==> config.mk <==
export PLATFORM = sky130hd
export DESIGN_NAME = board_io_cond
export DESIGN_NICKNAME = d
export VERILOG_FILES = /design/src/rtl/board_io_cond_pkg.sv /design/src/rtl/board_io_cond_btn_debounce.sv /design/src/rtl/board_io_cond.sv
export SDC_FILE = /design/constraint.sdc
export NUM_CORES = 1
export LEC_CHECK = 0
export ABC_AREA = 0
export CORE_AREA = 2 2 92 117
export CTS_CLUSTER_SIZE = 10
export DETAILED_ROUTE_END_ITERATION = 8
export DIE_AREA = 0 0 94 119
export GPL_ROUTABILITY_DRIVEN = 0
export SYNTH_ARGS = -nofsm -noshare
export SYNTH_HDL_FRONTEND = slang
export SYNTH_SLANG_ARGS = --single-unit
==> constraint.sdc <==
create_clock -name CLK -period 2.4 [get_ports CLK]
set_input_delay 0.48 -clock CLK [delete_from_list [all_inputs] [get_ports CLK]]
set_output_delay 0.48 -clock CLK [all_outputs]
set_load 0.005 [all_outputs]
==> src/rtl/board_io_cond_pkg.sv <==
// Shared constants and helpers for the board-edge conditioner: reset FSM
// encodings and a width helper that never returns less than one bit.
package board_io_cond_pkg;

  localparam logic [1:0] ST_HOLD    = 2'd0;
  localparam logic [1:0] ST_STRETCH = 2'd1;
  localparam logic [1:0] ST_RUN     = 2'd2;

  // Bits needed to hold 0..value-1; a value of 1 still yields a 1-bit field.
  function automatic int clog2_min1(input int value);
    int width;
    width = 1;
    while ((1 << width) < value) width++;
    return width;
  endfunction

endpackage

==> src/rtl/board_io_cond_btn_debounce.sv <==
// One button channel: polarity normalisation, 2-FF synchroniser, stability
// counter, debounced level and a single-cycle press pulse.
module board_io_cond_btn_debounce
  import board_io_cond_pkg::*;
#(
  parameter bit ACTIVE_LOW      = 1'b1,
  parameter int DEBOUNCE_CYCLES = 1000000
) (
  input  logic clk,
  input  logic rst_n,
  input  logic raw,
  output logic level,
  output logic press
);

  localparam int CW = clog2_min1(DEBOUNCE_CYCLES);
  localparam logic [CW-1:0] CNT_LAST = CW'(DEBOUNCE_CYCLES - 1);

  logic          sync_1;
  logic          sync_2;
  logic [CW-1:0] cnt;

  // Any cycle where the synchronised input agrees with the level restarts the
  // stability window, so chatter shorter than the window never gets through.
  always_ff @(posedge clk or negedge rst_n) begin
    if (!rst_n) begin
      sync_1 <= 1'b0;
      sync_2 <= 1'b0;
      cnt    <= '0;
      level  <= 1'b0;
      press  <= 1'b0;
    end else begin
      sync_1 <= raw ^ ACTIVE_LOW;
      sync_2 <= sync_1;
      press  <= 1'b0;
      if (sync_2 == level) begin
        cnt <= '0;
      end else if (cnt == CNT_LAST) begin
        level <= sync_2;
        press <= sync_2;
        cnt   <= '0;
      end else begin
        cnt <= cnt + 1'b1;
      end
    end
  end

endmodule

==> src/rtl/board_io_cond.sv <==
// Board-edge conditioner: debounced buttons, lock-gated stretched system reset
// and a paged view of a wide status bus on a narrow LED bank.
module board_io_cond
  import board_io_cond_pkg::*;
#(
  parameter int                 NUM_BTN          = 2,
  parameter logic [NUM_BTN-1:0] BTN_ACTIVE_LOW   = {NUM_BTN{1'b1}},
  parameter bit                 PAGE_ACTIVE_LOW  = 1'b1,
  parameter int                 DEBOUNCE_CYCLES  = 1000000,
  parameter int                 LOCK_STRETCH     = 16,
  parameter int                 LED_IN_W         = 8,
  parameter int                 LED_OUT_W        = 4,
  parameter int                 AUTO_PAGE_CYCLES = 0
) (
  input  logic                                           CLK,
  input  logic                                           nRESET,
  input  logic                                           DCM_LOCKED,
  input  logic [NUM_BTN-1:0]                             BTN_RAW,
  input  logic                                           PAGE_RAW,
  input  logic [LED_IN_W-1:0]                            LED_IN,
  output logic                                           SYS_RESET,
  output logic [NUM_BTN-1:0]                             BTN_LEVEL,
  output logic [NUM_BTN-1:0]                             BTN_PRESS,
  output logic [clog2_min1(LED_IN_W / LED_OUT_W)-1:0]    PAGE,
  output logic [LED_OUT_W-1:0]                           LED_OUT
);

  localparam int NCH    = NUM_BTN + 1;
  localparam int NPAGES = LED_IN_W / LED_OUT_W;
  localparam int PAGE_W = clog2_min1(NPAGES);
  localparam int SW     = clog2_min1(LOCK_STRETCH);
  localparam logic [PAGE_W-1:0] PAGE_LAST    = PAGE_W'(NPAGES - 1);
  localparam logic [SW-1:0]     STRETCH_LAST = SW'(LOCK_STRETCH - 1);
  localparam logic [NCH-1:0]    CH_ACTIVE_LOW = {PAGE_ACTIVE_LOW, BTN_ACTIVE_LOW};

  if (LED_IN_W % LED_OUT_W != 0) begin : g_bad_led_w
    $error("LED_IN_W must be a multiple of LED_OUT_W");
  end
  if (DEBOUNCE_CYCLES < 1) begin : g_bad_debounce
    $error("DEBOUNCE_CYCLES must be at least 1");
  end
  if (LOCK_STRETCH < 1) begin : g_bad_stretch
    $error("LOCK_STRETCH must be at least 1");
  end

  logic [NCH-1:0] ch_raw;
  logic [NCH-1:0] ch_level;
  logic [NCH-1:0] ch_press;
  logic           page_press;
  logic           page_level_unused;

  assign ch_raw = {PAGE_RAW, BTN_RAW};

  for (genvar i = 0; i < NCH; i++) begin : g_deb
    board_io_cond_btn_debounce #(
      .ACTIVE_LOW     (CH_ACTIVE_LOW[i]),
      .DEBOUNCE_CYCLES(DEBOUNCE_CYCLES)
    ) u_deb (
      .clk  (CLK),
      .rst_n(nRESET),
      .raw  (ch_raw[i]),
      .level(ch_level[i]),
      .press(ch_press[i])
    );
  end

  assign BTN_LEVEL         = ch_level[NUM_BTN-1:0];
  assign BTN_PRESS         = ch_press[NUM_BTN-1:0];
  assign page_press        = ch_press[NUM_BTN];
  assign page_level_unused = ch_level[NUM_BTN];

  logic          lock_meta;
  logic          lock_sync;
  logic [1:0]    state;
  logic [1:0]    state_next;
  logic [SW-1:0] stretch_cnt;

  always_comb begin
    state_next = state;
    case (state)
      ST_HOLD:    if (lock_sync) state_next = ST_STRETCH;
      ST_STRETCH: begin
        if (!lock_sync)                       state_next = ST_HOLD;
        else if (stretch_cnt == STRETCH_LAST) state_next = ST_RUN;
      end
      ST_RUN:     if (!lock_sync) state_next = ST_HOLD;
      default:    state_next = ST_HOLD;
    endcase
  end

  // SYS_RESET is decoded from the next state so it changes on the same edge
  // as the FSM; the stretch count restarts whenever STRETCH is (re)entered.
  always_ff @(posedge CLK or negedge nRESET) begin
    if (!nRESET) begin
      lock_meta   <= 1'b0;
      lock_sync   <= 1'b0;
      state       <= ST_HOLD;
      stretch_cnt <= '0;
      SYS_RESET   <= 1'b1;
    end else begin
      lock_meta   <= DCM_LOCKED;
      lock_sync   <= lock_meta;
      state       <= state_next;
      stretch_cnt <= (state == ST_STRETCH && state_next == ST_STRETCH) ?
                     stretch_cnt + 1'b1 : '0;
      SYS_RESET   <= (state_next != ST_RUN);
    end
  end

  logic auto_tick;

  if (AUTO_PAGE_CYCLES > 0) begin : g_auto
    localparam int AW = clog2_min1(AUTO_PAGE_CYCLES);
    localparam logic [AW-1:0] AUTO_LAST = AW'(AUTO_PAGE_CYCLES - 1);
    logic [AW-1:0] auto_cnt;

    always_ff @(posedge CLK or negedge nRESET) begin
      if (!nRESET)                             auto_cnt <= '0;
      else if (page_press || auto_cnt == AUTO_LAST) auto_cnt <= '0;
      else                                     auto_cnt <= auto_cnt + 1'b1;
    end

    assign auto_tick = (auto_cnt == AUTO_LAST);
  end else begin : g_manual
    assign auto_tick = 1'b0;
  end

  logic [LED_OUT_W-1:0] led_pages [NPAGES];

  for (genvar p = 0; p < NPAGES; p++) begin : g_pages
    assign led_pages[p] = LED_IN[p*LED_OUT_W +: LED_OUT_W];
  end

  // A manual press landing on an auto tick still advances only one page.
  always_ff @(posedge CLK or negedge nRESET) begin
    if (!nRESET) begin
      PAGE    <= '0;
      LED_OUT <= '0;
    end else begin
      if (page_press || auto_tick) PAGE <= (PAGE == PAGE_LAST) ? '0 : PAGE + 1'b1;
      LED_OUT <= led_pages[PAGE];
    end
  end

endmodule

==> flow_metrics.env, run 1 <==
export IMPL_slew_viol_final=0
export IMPL_critPathRequiredTime_ns=2.66
export IMPL_fin_crit_sh_pct=89.2
export IMPL_die_width_um=94
export IMPL_wl_met2_mm=3.49
export IMPL_antenna_found_initial=0
export IMPL_ys_warn_count=0
export IMPL_comb_power_share_pct=3.9
export IMPL_vias=2814
export IMPL_diodes=0
export IMPL_leakagePower_nw=1.92
export IMPL_p_sw_w=0.000632
export IMPL_rsz0062_at_grt="false"
export IMPL_clk_pin_slew_worst_paths_ns=0.06
export IMPL_core_area_um2=10200
export IMPL_drt_total_wl_mm=7.11
export IMPL_setup_viol=0
export IMPL_syn_area_per_cell_um2=10.4
export IMPL_portBuffers=23
export IMPL_cellInternalPower_w=0.00236
export IMPL_wl_per_cell_um=13.0
export IMPL_synth_most_common_cell="dfrtp_1"
export IMPL_peakVddDrop_mv=0.306
export IMPL_grt_pass1_vias=2802
export IMPL_drc=0
export IMPL_cts_max_level=3
export IMPL_tns_ns=0
export IMPL_ios=24
export IMPL_layout_drive_gt1_share_pct=10.6
export IMPL_vias_per_cell=5.15
export IMPL_end_kind="register"
export IMPL_synthToLayoutAreaGrowth_pct=17.6
export IMPL_start_util_pct=38.6
export IMPL_synth_async_reset_ratio_pct=100
export IMPL_cts_tree="yes"
export IMPL_die_h_um=119
export IMPL_dp_hpwl_mm=5.00
export IMPL_cts_sinks=86
export IMPL_synth_common_cells="dfrtp_1, nor2_1, xnor2_1"
export IMPL_netlist_instances=381
export IMPL_nNetsFinal=427
export IMPL_pwr_share_clk_pct=46.0
export IMPL_root_buffer="clkbuf_16"
export IMPL_status="finished clean"
export IMPL_hold_buffers=0
export IMPL_hold_path_class="primary input to asynchronous set/reset pin"
export IMPL_synth_seq_cells=86
export IMPL_finalNonFillerCells=546
export IMPL_synth_edff_count=0
export IMPL_syn_area_um2=3950
export IMPL_syn_nets=399
export IMPL_p_total_w=0.00299
export IMPL_clk_latency_ns=0.33
export IMPL_cts_setup_buffers=0
export IMPL_rows=42
export IMPL_p_sw_share_pct=21.2
export IMPL_design_die_area_um2=11200
export IMPL_grt_max_degree=45
export IMPL_synth_top_cell_area_share_pct=53.8
export IMPL_postRouteAntennaNets=0
export IMPL_worst_pin_slew_ns=0.564
export IMPL_wl_met3_um=191
export IMPL_maxSlewHeadroom_pct=62.4
export IMPL_grt_pass1_wl_mm=12.9
export IMPL_synthTopCellsByArea="dfrtp_1, xnor2_1, nor2_1, xor2_1, nand3_1"
export IMPL_maxCapViolCount=0
export IMPL_track_usage_pct=14.3
export IMPL_grt_remaining_overflow=0
export IMPL_ys_flop_type="dfrtp_1"
export IMPL_ys_types=38
export IMPL_whs_ns=0.138
export IMPL_clock_fmax_mhz=467
export IMPL_m1WireLength_mm=3.34
export IMPL_arrival_ns=2.40
export IMPL_fin_skew_ns=0.00720
export IMPL_cts_buffers=9
export IMPL_placedCellCount=530
export IMPL_power_density_nw_per_um2=643
export IMPL_yosys_area_top_type="dfrtp_1"
export IMPL_seq_area_frac_synth_pct=54.5
export IMPL_cts_path_max_buffers=2
export IMPL_seqPwrFrac_pct=50.1
export IMPL_detail_route_iter0_violations=158
export IMPL_critical_path_class="register to register"
export IMPL_highest_layer="met4"
export IMPL_critical_path_max_fanout=7
export IMPL_fin_crit_ns=2.14
export IMPL_critPathLaunchType="register"
export IMPL_firstDrtPassIters=4
export IMPL_hold_viol=0
export IMPL_utilization_pct=45.4
export IMPL_cts_repair_resized=0
[registers in the layout, indices dropped and copies added, names as in the netlist, 2 cells and up]
register	count
LED_OUT	4
g_deb.u_deb.cnt	60
g_deb.u_deb.press	3
stretch_cnt	4
g_deb.u_deb.sync_2	3
state	2
g_deb.u_deb.level	3
g_deb.u_deb.sync_1	3
[worst paths after layout]
kind	slack [ns]	endpoint	startpoint	depth (start not counted)
max in group asynchronous	1.62	SYS_RESET$_DFF_PN1_	nRESET	2
worst max register to register	0.26	g_deb[1].u_deb.cnt[18]$_DFF_PN0_	g_deb[1].u_deb.cnt[0]$_DFF_PN0_	5
worst min register to register	0.35	g_deb[2].u_deb.sync_2$_DFF_PN0_	g_deb[2].u_deb.sync_1$_DFF_PN0_	0
worst max-delay path	0.26	g_deb[1].u_deb.cnt[18]$_DFF_PN0_	g_deb[1].u_deb.cnt[0]$_DFF_PN0_	5
min in group CLK	0.35	g_deb[2].u_deb.sync_2$_DFF_PN0_	g_deb[2].u_deb.sync_1$_DFF_PN0_	0
worst min-delay path	0.14	LED_OUT[0]$_DFF_PN0_	nRESET	1
[per-stage QoR]
| step | worst slack, ns | instance area (um2) |
|---|---|---|
| 6_report | 0.260 | 4650 |
| 5_1_grt | 0.146 | 4650 |
| 4_1_cts | 0.268 | 4650 |
| 3_5_place_dp | 0.280 | 4350 |
| 3_3_place_gp | 0.319 | 4350 |
| 2_1_floorplan | 0.366 | 3950 |
[cells in the final DEF (no fill, tap or decap), types with 3 or more instances in the layout]
master / n
nand4b_1: 3
a21oi_1: 13
ha_1: 4
nand2_1: 20
nor3_1: 9
nand3_1: 24
o21ai_0: 13
nand4_1: 13
buf_4: 7
xor2_1: 19
clkdlybuf4s50_1: 22
and3_1: 6
dfrtp_1: 85
clkbuf_16: 9
o31ai_1: 3
or3_1: 10
or4_1: 7
and3b_1: 3
and4_1: 3
inv_1: 13
nor4_1: 10
mux2_2: 7
xnor2_1: 26
nor2_1: 54
clkinv_2: 3
[critical path, cell delays in order, from the launching register on]
cell	delay, ns
dfrtp_1	0.41
ha_1	0.27
nand2_1	0.10
or4_1	0.64
or4_4	0.53
a21oi_2	0.13
[layer usage]
layer | GRT usage, % | up-vias
li1 | - | 1388
met1 | 19.7 | 1386
met2 | 22.1 | 33
met3 | 3.35 | 7
met4 | 5.07 | 0
met5 | 0 | -
[cell families after synthesis]
group                      Yosys count  synth area share [%]
and+or+nand+nor                    179                  24.6
buffers and inverters               26                  2.97
AOI/OAI and AO/OA                   34                  4.75
xor gates and xnor gates            45                  9.97
adders and majority gates            4                  1.27
muxes                                7                  1.99
DFF                                 86                  54.5
[final cells by class]
| type | instances | area (um2) |
|---|---|---|
| Fill cell | 975 | 5600 |
| Sequential cell | 86 | 2150 |
| Multi-Input combinational cell | 269 | 1690 |
| Timing Repair Buffer | 30 | 293 |
| Clock buffer | 10 | 239 |
| Tap cell | 132 | 165 |
| Clock inverter | 6 | 61.3 |
| Inverter | 13 | 48.8 |
[power groups by stage]
stage	Clock [W]	Sequential (W)	Combinational, W
floorplan	0	0.00152	0.0000433
global placement	0	0.00152	0.000120
detailed placement	0	0.00152	0.000122
CTS	0.00142	0.00150	0.000123
global route	0.00148	0.00150	0.000136
finish	0.00137	0.00150	0.000118
(Power assumes the default switching activity.)
==> inputs of run 2 (changes only) <==
RECOVER_POWER = 50   (was default)
==> flow_metrics.env, run 2 (synthesized netlist as in run 1, its figures left out) <==
export IMPL_end_kind="register"
export IMPL_slew_viol_final=0
export IMPL_nNetsFinal=427
export IMPL_critical_path_max_fanout=7
export IMPL_cts_buffers=9
export IMPL_reg2reg_from="g_deb[1].u_deb.cnt[0]$_DFF_PN0_"
export IMPL_design_die_area_um2=11200
export IMPL_finalNonFillerCells=546
export IMPL_rows=42
export IMPL_cts_repair_resized=0
export IMPL_grt_remaining_overflow=0
export IMPL_antenna_found_initial=0
export IMPL_portBuffers=23
export IMPL_grt_pass1_vias=2802
export IMPL_status="finished clean"
export IMPL_diodes=0
export IMPL_drc=0
export IMPL_top_register="g_deb.u_deb.cnt"
export IMPL_maxSlewHeadroom_pct=28.8
export IMPL_clk_pin_slew_worst_paths_ns=0.07
export IMPL_clk_latency_ns=0.34
export IMPL_leakagePower_nw=1.91
export IMPL_grt_max_degree=45
export IMPL_dp_hpwl_mm=5.00
export IMPL_die_h_um=119
export IMPL_cts_max_level=3
export IMPL_cts_sinks=86
export IMPL_fin_crit_ns=2.14
export IMPL_setup_viol=0
export IMPL_critPathRequiredTime_ns=2.66
export IMPL_power_density_nw_per_um2=645
export IMPL_worst_pin_slew_ns=1.07
export IMPL_grt_pass1_wl_mm=12.9
export IMPL_critPathLaunchType="register"
export IMPL_fin_skew_ns=0.00707
export IMPL_top_regs="g_deb.u_deb.cnt: 60 flops, LED_OUT: 4 flops, stretch_cnt: 4 flops"
export IMPL_hold_buffers=0
export IMPL_postRouteAntennaNets=0
export IMPL_die_width_um=94
export IMPL_dpl_cell_area_um2=4350
export IMPL_cts_tree="yes"
export IMPL_final_common_cell="dfrtp_1"
export IMPL_detail_route_iter0_violations=153
export IMPL_tns_ns=0
export IMPL_core_area_um2=10200
export IMPL_rsz0062_at_grt="false"
export IMPL_start_util_pct=38.6
export IMPL_arrival_ns=2.40
export IMPL_cts_setup_buffers=0
export IMPL_clock_fmax_mhz=467
export IMPL_firstDrtPassIters=4
export IMPL_fin_crit_sh_pct=89.1
export IMPL_wl_per_cell_um=13.1
export IMPL_p_total_w=0.00299
export IMPL_vias=2814
export IMPL_design_area_um2=4630
export IMPL_ios=24
export IMPL_drt_total_wl_mm=7.14
export IMPL_track_usage_pct=14.3
export IMPL_maxCapViolCount=0
export IMPL_startpoint="g_deb[1].u_deb.cnt[0]$_DFF_PN0_"
export IMPL_layout_common_cells="dfrtp_1, nor2_1, xnor2_1"
export IMPL_largest_reg_flops=60
export IMPL_critical_path_class="register to register"
export IMPL_hold_path_class="primary input to asynchronous set/reset pin"
export IMPL_peakVddDrop_mv=0.308
export IMPL_cts_path_max_buffers=2
export IMPL_synthToLayoutAreaGrowth_pct=17.0
export IMPL_vias_per_cell=5.15
export IMPL_placedCellCount=530
export IMPL_root_buffer="clkbuf_16"
export IMPL_layout_drive_gt1_share_pct=10.4
export IMPL_utilization_pct=45.2
export IMPL_hold_viol=0
## run 2: cell count changes in the layout (fill, tap and decap cells not counted)
cell / previous run / this run
dlygate4sd3_1: 0 / 4
clkbuf_1: 0 / 1
clkbuf_2: 0 / 2
buf_12: 1 / 0
buf_4: 7 / 5
clkdlybuf4s50_1: 22 / 18
## run 2: routing by layer
layer | track usage, % | share of wire (%) | vias up
met4 | 5.07 | 1.3 | 0
met1 | 19.7 | 47 | 1388
li1 | - | - | 1386
met3 | 3.35 | 2.7 | 7
met5 | 0 | 0 | -
met2 | 22.1 | 49 | 33
## run 2: worst max-delay path: stages, from the launching register on
cell and delay, ns:
dfrtp_1 0.41, ha_1 0.27, nand2_1 0.10, or4_1 0.64, or4_4 0.53, a21oi_2 0.13
## run 2: cell type report
class | count | area (um2)
Timing Repair Buffer | 30 | 272
Fill cell | 976 | 5620
Inverter | 13 | 48.8
Clock inverter | 6 | 61.3
Multi-Input combinational cell | 269 | 1690
Tap cell | 132 | 165
Sequential cell | 86 | 2150
Clock buffer | 10 | 239
## run 2: power by group
part           internal, W  switching, W  total, W
Clock             0.000830      0.000547   0.00138
Sequential         0.00147     0.0000223   0.00150
Combinational    0.0000472     0.0000649  0.000112
Total              0.00235      0.000634   0.00299
## run 2: stage by stage
stage          setup slack (ns)  hold WS [ns]
6_report                  0.260         0.339
4_1_cts                   0.268         0.153
2_1_floorplan             0.366         0.184
5_1_grt                   0.146         0.354
3_3_place_gp              0.319         0.333
3_5_place_dp              0.280         0.337
## run 2: final timing paths
kind | end | slack (ns) | cells past startpoint
max in group asynchronous | g_deb[1].u_deb.cnt[10]$_DFF_PN0_ | 0.68 | 2
setup reg to reg | g_deb[1].u_deb.cnt[18]$_DFF_PN0_ | 0.26 | 5
min in group CLK | g_deb[2].u_deb.sync_2$_DFF_PN0_ | 0.35 | 0
hold reg to reg | g_deb[2].u_deb.sync_2$_DFF_PN0_ | 0.35 | 0
hold / removal | PAGE$_DFFE_PN0P_ | 0.34 | 1
setup / recovery | g_deb[1].u_deb.cnt[18]$_DFF_PN0_ | 0.26 | 5
